**config.mk**
```make
export PLATFORM = sky130hd
export DESIGN_NAME = pwm_sequencer
export DESIGN_NICKNAME = d
export VERILOG_FILES = /design/src/rtl/pwm_sequencer.sv
export SDC_FILE = /design/constraint.sdc
export NUM_CORES = 1
export LEC_CHECK = 0
export ABC_AREA = 1
export CAP_MARGIN = 10
export CORE_ASPECT_RATIO = 1.4
export CORE_MARGIN = 4
export CORE_UTILIZATION = 55
export DETAILED_ROUTE_END_ITERATION = 8
export HOLD_SLACK_MARGIN = 0.12
export PLACE_DENSITY = 0.75
export SLEW_MARGIN = 25
export SYNTH_ARGS = -nofsm -noshare
export SYNTH_HDL_FRONTEND = slang
export SYNTH_SLANG_ARGS = --single-unit
```
**constraint.sdc**
```tcl
create_clock -name clk -period 12.6 [get_ports clk]
set_input_delay 1.26 -clock clk [delete_from_list [all_inputs] [get_ports clk]]
set_output_delay 1.26 -clock clk [all_outputs]
set_load 0.01 [all_outputs]
```
**src/rtl/pwm_sequencer.sv**
```systemverilog
// Plays a table of (duty, dwell) steps into a PWM duty input, holding each
// step for a dwell counted in PWM periods; supports one-shot, looped playback and abort.
module pwm_sequencer #(
    parameter int ADDR_W  = 3,
    parameter int DWELL_W = 10
) (
    input  logic               clk,
    input  logic               rst,
    input  logic               cfg_we,
    input  logic [ADDR_W-1:0]  cfg_addr,
    input  logic [7:0]         cfg_duty,
    input  logic [DWELL_W-1:0] cfg_dwell,
    input  logic [ADDR_W-1:0]  last_step,
    input  logic               loop_en,
    input  logic               start,
    input  logic               stop,
    input  logic               rollover,
    output logic [7:0]         duty_cycle,
    output logic               pwm_en,
    output logic               busy,
    output logic               done,
    output logic [ADDR_W-1:0]  step_idx
);

    localparam int STEPS = 2**ADDR_W;

    typedef enum logic {IDLE, RUN} state_t;

    state_t             state_q, state_d;
    logic [7:0]         duty_tab  [STEPS];
    logic [DWELL_W-1:0] dwell_tab [STEPS];

    logic [7:0]         duty_q, duty_d;
    logic [DWELL_W-1:0] lim_q, lim_d;
    logic [DWELL_W-1:0] count_q, count_d;
    logic [ADDR_W-1:0]  step_q, step_d;
    logic [ADDR_W-1:0]  last_q, last_d;
    logic               done_q, done_d;
    logic               load_en;
    logic [ADDR_W-1:0]  load_idx;

    // lim holds the terminal count max(dwell,1)-1, so dwell 0 behaves as 1.
    function automatic logic [DWELL_W-1:0] lim_of(input logic [DWELL_W-1:0] dwell);
        return (dwell == '0) ? '0 : dwell - DWELL_W'(1);
    endfunction

    always_ff @(posedge clk or posedge rst) begin
        if (rst) begin
            for (int i = 0; i < STEPS; i++) begin
                duty_tab[i]  <= '0;
                dwell_tab[i] <= '0;
            end
        end else if (cfg_we) begin
            duty_tab[cfg_addr]  <= cfg_duty;
            dwell_tab[cfg_addr] <= cfg_dwell;
        end
    end

    always_ff @(posedge clk or posedge rst) begin
        if (rst) begin
            state_q <= IDLE;
            duty_q  <= '0;
            lim_q   <= '0;
            count_q <= '0;
            step_q  <= '0;
            last_q  <= '0;
            done_q  <= 1'b0;
        end else begin
            state_q <= state_d;
            duty_q  <= duty_d;
            lim_q   <= lim_d;
            count_q <= count_d;
            step_q  <= step_d;
            last_q  <= last_d;
            done_q  <= done_d;
        end
    end

    always_comb begin
        state_d  = state_q;
        duty_d   = duty_q;
        lim_d    = lim_q;
        count_d  = count_q;
        step_d   = step_q;
        last_d   = last_q;
        done_d   = 1'b0;
        load_en  = 1'b0;
        load_idx = '0;

        case (state_q)
            IDLE: begin
                if (start && !stop) begin
                    state_d  = RUN;
                    last_d   = last_step;
                    load_en  = 1'b1;
                    load_idx = '0;
                end
            end
            RUN: begin
                // Abort outranks a step completing in the same cycle.
                if (stop) begin
                    state_d = IDLE;
                    duty_d  = '0;
                    lim_d   = '0;
                    count_d = '0;
                    step_d  = '0;
                end else if (rollover) begin
                    if (count_q == lim_q) begin
                        if (step_q != last_q) begin
                            load_en  = 1'b1;
                            load_idx = step_q + ADDR_W'(1);
                        end else if (loop_en) begin
                            load_en  = 1'b1;
                            load_idx = '0;
                        end else begin
                            state_d = IDLE;
                            duty_d  = '0;
                            lim_d   = '0;
                            count_d = '0;
                            step_d  = '0;
                            done_d  = 1'b1;
                        end
                    end else begin
                        count_d = count_q + DWELL_W'(1);
                    end
                end
            end
            default: state_d = IDLE;
        endcase

        if (load_en) begin
            step_d  = load_idx;
            duty_d  = duty_tab[load_idx];
            lim_d   = lim_of(dwell_tab[load_idx]);
            count_d = '0;
        end
    end

    assign busy       = (state_q == RUN);
    assign pwm_en     = busy;
    assign duty_cycle = duty_q;
    assign step_idx   = step_q;
    assign done       = done_q;

endmodule

```
==> summary.md <==
| Metric | Value |
|---|---|
| RSZ-0062 raised after global routing | false |
| Worst min-delay path category | flip-flop to flip-flop |
| Post-route setup TNS | 0 ns |
| Port Buf Inserts | 44 |
| Effective utilization at floorplan | 0.564 |
| Type of element capturing the critical path | flip-flop |
| Cell type contributing the most total cell area after synthesis | sky130_fd_sc_hd__dfrtp_1 |
| Mapped Cells | 1144 |
| Sum of internal, switching and leakage power | 1.64 mW |
| Leading post-synthesis cells by instance count | 341 x sky130_fd_sc_hd__nand2_1, 189 x sky130_fd_sc_hd__o21ai_0, 180 x sky130_fd_sc_hd__dfrtp_1 |
| Number of nets in the synthesized netlist | 1178 |
| Relative slew slack | 0.332 |
| Number of max-slew violations in the final report | 0 |
| Pin count of the biggest net entering global routing | 69 |
| Core Area | 15700 um2 |
| Number of antenna violations at the first check in global routing | 0 |
| Worst r2r path cells | 15 |
| Final Hold Vio Count | 0 |
| Post-layout util | 0.635 |
| Initial DRT Pass Iterations | 5 |
| Weighted congestion at the end of routability-driven global placement | 0.914 |
| Time the final worst path needs with I/O delays and setup | 4.67 ns |
| Maximum vdd ir drop | 93.1 uV |
| Synthesized flop and latch total | 180 |
| Crit start category | input pin |
| Die W | 115 um |
| Startpoint of the tightest hold check path | duty_tab[40]$_DFFE_PP0P_ |
| Internal reg-to-reg setup slack | 8.60 ns |
| Most used standard cell by instance count after synthesis | sky130_fd_sc_hd__nand2_1 |
| Share of layout cells above drive strength 1 | 0.0646 |
| Clock insertion delay at the later pin of the skew report | 0.43 ns |
| Diodes inserted | 0 |
| ANT nets after route | 0 |
| PD cells | 164 nW/um2 |
| Final #Nets | 1199 |
| Fillers | 1374 |
| DP Worst Slack | 7.58 ns |
| Ranking of synthesized cells by area | sky130_fd_sc_hd__dfrtp_1 51%, sky130_fd_sc_hd__nand2_1 14%, sky130_fd_sc_hd__o21ai_0 11% |
| F_max | 214 MHz |
| Wire length of the first global-routing pass | 36500 um |
| CTS tree | done |
| Post-synth design cell area | 8880 um2 |
| Number of cells upsized or downsized after cts | 0 |
| Die Height | 158 um |
| Layout Skew | 0.00831 ns |
| Most frequently used flop master after synthesis | sky130_fd_sc_hd__dfrtp_1 |
| Synth warnings | 0 |
| Total gr overflow | 0 |
| Area growth syn-to-layout | 12.5% |
| Number of global-route vias before repair | 7214 |
| # hold bufs at CTS | 0 |
| Count of unique library cells instantiated by Yosys | 39 |
| Clock Tree Root | sky130_fd_sc_hd__clkbuf_16 |
| Count of boundary I/O pins | 45 |
| Instance area after placement | 9410 um2 |
| Hold path cells | 2 |
| HPWL after detailed placement | 14100 um |
| Sinks on Clock Net | 180 |
| Worst Tran Pin Value | 0.998 ns |
| Mapped Avg Cell Area | 7.76 um2 |
| Post-detailed-route via-to-cell ratio | 5.52 |
| Clock transition time at the flip-flop clock pins of the worst setup and hold paths | 0.06 ns |
| Post-route worst setup slack | 7.93 ns |
| Total DRC errors in the routed layout | 0 |
| Area of the die | 18300 um2 |
| Signal arrival time at the worst endpoint | 4.99 ns |
| Total length of routed wires | 22100 um |
| Final period utilization | 0.371 |
| Area share of the largest cell type after synthesis | 0.507 |
| Via Count | 7579 |
| Hold worst-path end | duty_tab[40]$_DFFE_PP0P_ |
| Post-CTS setup buffer count | 0 |
| Total routing resource utilization after global routing | 0.257 |
| Run status | completed |
| Total area of sequential cells | 4500 um2 |
| Area taken by multi-input logic gates | 3620 um2 |
| Post-synthesis sequential area ratio | 0.507 |
| Reg-to-reg startpoint | count_q[7]$_DFFE_PP0P_ |
| Fin area | 9990 um2 |
| Reg2Reg Capture Point | duty_cycle[6]$_DFFE_PP0P_ |
| Crit-path max FO | 50 |
| Max-cap violations | 0 |
| EDFF count, synth | 0 |
| Final setup violation count | 0 |
| FFs w/ async S/R, synth | 1.00 |
| CTS buffer count | 17 |
| P_leak | 4.99 nW |
| Row cnt | 54 |
| Required time worst endpoint | 12.92 ns |
| Drt first-iter violations | 563 |
| Average wire per cell in the routed design | 16.1 um |
| Classification of the worst setup path | input pin to flip-flop |
| Buffer depth of the longest clock path | 2 |
| H-tree Lvls | 4 |
layout by cell type, fill, tap and decap left out, types with 2 or more instances in the layout:
master and n:
sky130_fd_sc_hd__nand2_1 340, sky130_fd_sc_hd__o21ai_0 189, sky130_fd_sc_hd__dfrtp_1 180, sky130_fd_sc_hd__inv_1 128, sky130_fd_sc_hd__nand3_1 67, sky130_fd_sc_hd__nor2_1 61, sky130_fd_sc_hd__clkdlybuf4s50_1 44, sky130_fd_sc_hd__nand4_1 30
sky130_fd_sc_hd__clkbuf_16 17, sky130_fd_sc_hd__a21oi_1 14, sky130_fd_sc_hd__nor3_1 11, sky130_fd_sc_hd__buf_4 11, sky130_fd_sc_hd__inv_2 8, sky130_fd_sc_hd__nor2_2 7, sky130_fd_sc_hd__o21ai_1 7, sky130_fd_sc_hd__o221ai_1 7
sky130_fd_sc_hd__nand2_2 5, sky130_fd_sc_hd__clkbuf_8 5, sky130_fd_sc_hd__nand3_2 4, sky130_fd_sc_hd__xnor2_1 3, sky130_fd_sc_hd__nor2_4 3, sky130_fd_sc_hd__xor2_1 3, sky130_fd_sc_hd__o21bai_1 3, sky130_fd_sc_hd__inv_6 3
sky130_fd_sc_hd__ha_1 3, sky130_fd_sc_hd__clkinv_2 3, sky130_fd_sc_hd__o211ai_1 2, sky130_fd_sc_hd__clkbuf_1 2
final cells by class:
class	instances	share of cell area
inverter	139	0.0530
tap	196	0.0245
clock inverter	7	0.00701
sequential	180	0.451
clock buffer	24	0.0502
timing repair buffer	55	0.0524
multi-input combinational	772	0.362
sequential cells by signal (all words and copies together) (netlist names):
register and count:
dwell_tab 80, done 1, step_idx 3, lim_q 10
busy 1, last_q 3, duty_cycle 8, count_q 10
duty_tab 64
layer usage:
metal | GRT usage | wire [um] | up-vias
met3 | 0.0487 | 1360 | 52
li1 | - | - | 3710
met2 | 0.420 | 10700 | 263
met5 | 0 | 0 | -
met1 | 0.346 | 9420 | 3554
met4 | 0.0850 | 580 | 0
worst max-delay path by stage:
stage	end	from	slack, ns	cells after the start
after floorplan	busy$_DFF_PP0_	rst	6.45	1
after global placement	duty_cycle[6]$_DFFE_PP0P_	stop	7.69	13
after detailed placement	duty_cycle[6]$_DFFE_PP0P_	stop	7.58	13
after CTS	duty_cycle[6]$_DFFE_PP0P_	stop	8.01	13
after global routing	duty_cycle[6]$_DFFE_PP0P_	stop	7.60	13
final	duty_cycle[6]$_DFFE_PP0P_	stop	7.93	13
power by group:
part,switching [mW],internal [mW],total [mW]
Sequential,0.0661,0.691,0.757
Clock,0.219,0.298,0.517
Combinational,0.230,0.131,0.361
worst max-delay path: stages:
cell	delay (ns)
sky130_fd_sc_hd__clkdlybuf4s50_1	0.48
sky130_fd_sc_hd__nor2_2	0.16
sky130_fd_sc_hd__nand2_1	0.10
sky130_fd_sc_hd__inv_1	0.60
sky130_fd_sc_hd__nand2_2	0.24
sky130_fd_sc_hd__nor2_4	0.13
sky130_fd_sc_hd__buf_4	0.41
sky130_fd_sc_hd__clkinv_1	0.75
sky130_fd_sc_hd__o211ai_1	0.40
sky130_fd_sc_hd__o21ai_0	0.12
sky130_fd_sc_hd__nand2_1	0.07
sky130_fd_sc_hd__nand2_1	0.05
sky130_fd_sc_hd__a22o_1	0.17
cells by family (layout without fill, tap and decap cells):
logic type      Yosys count  count (layout)  synth area share
compound gates          228             228             0.136
xor+xnor                  6               6           0.00592
fa+ha+maj                 3               3           0.00423
buf+inv                 192             225            0.0871
flops                   180             180             0.507
simple gates            535             535             0.260
through the flow:
step           hold WS, ns  instances
3_3_place_gp         0.461       1342
5_1_grt              0.503       1373
3_5_place_dp         0.468       1342
4_1_cts              0.484       1373
2_1_floorplan        0.446       1144
6_report             0.482       1373
No activity file was read; power rests on OpenSTA's default activity.
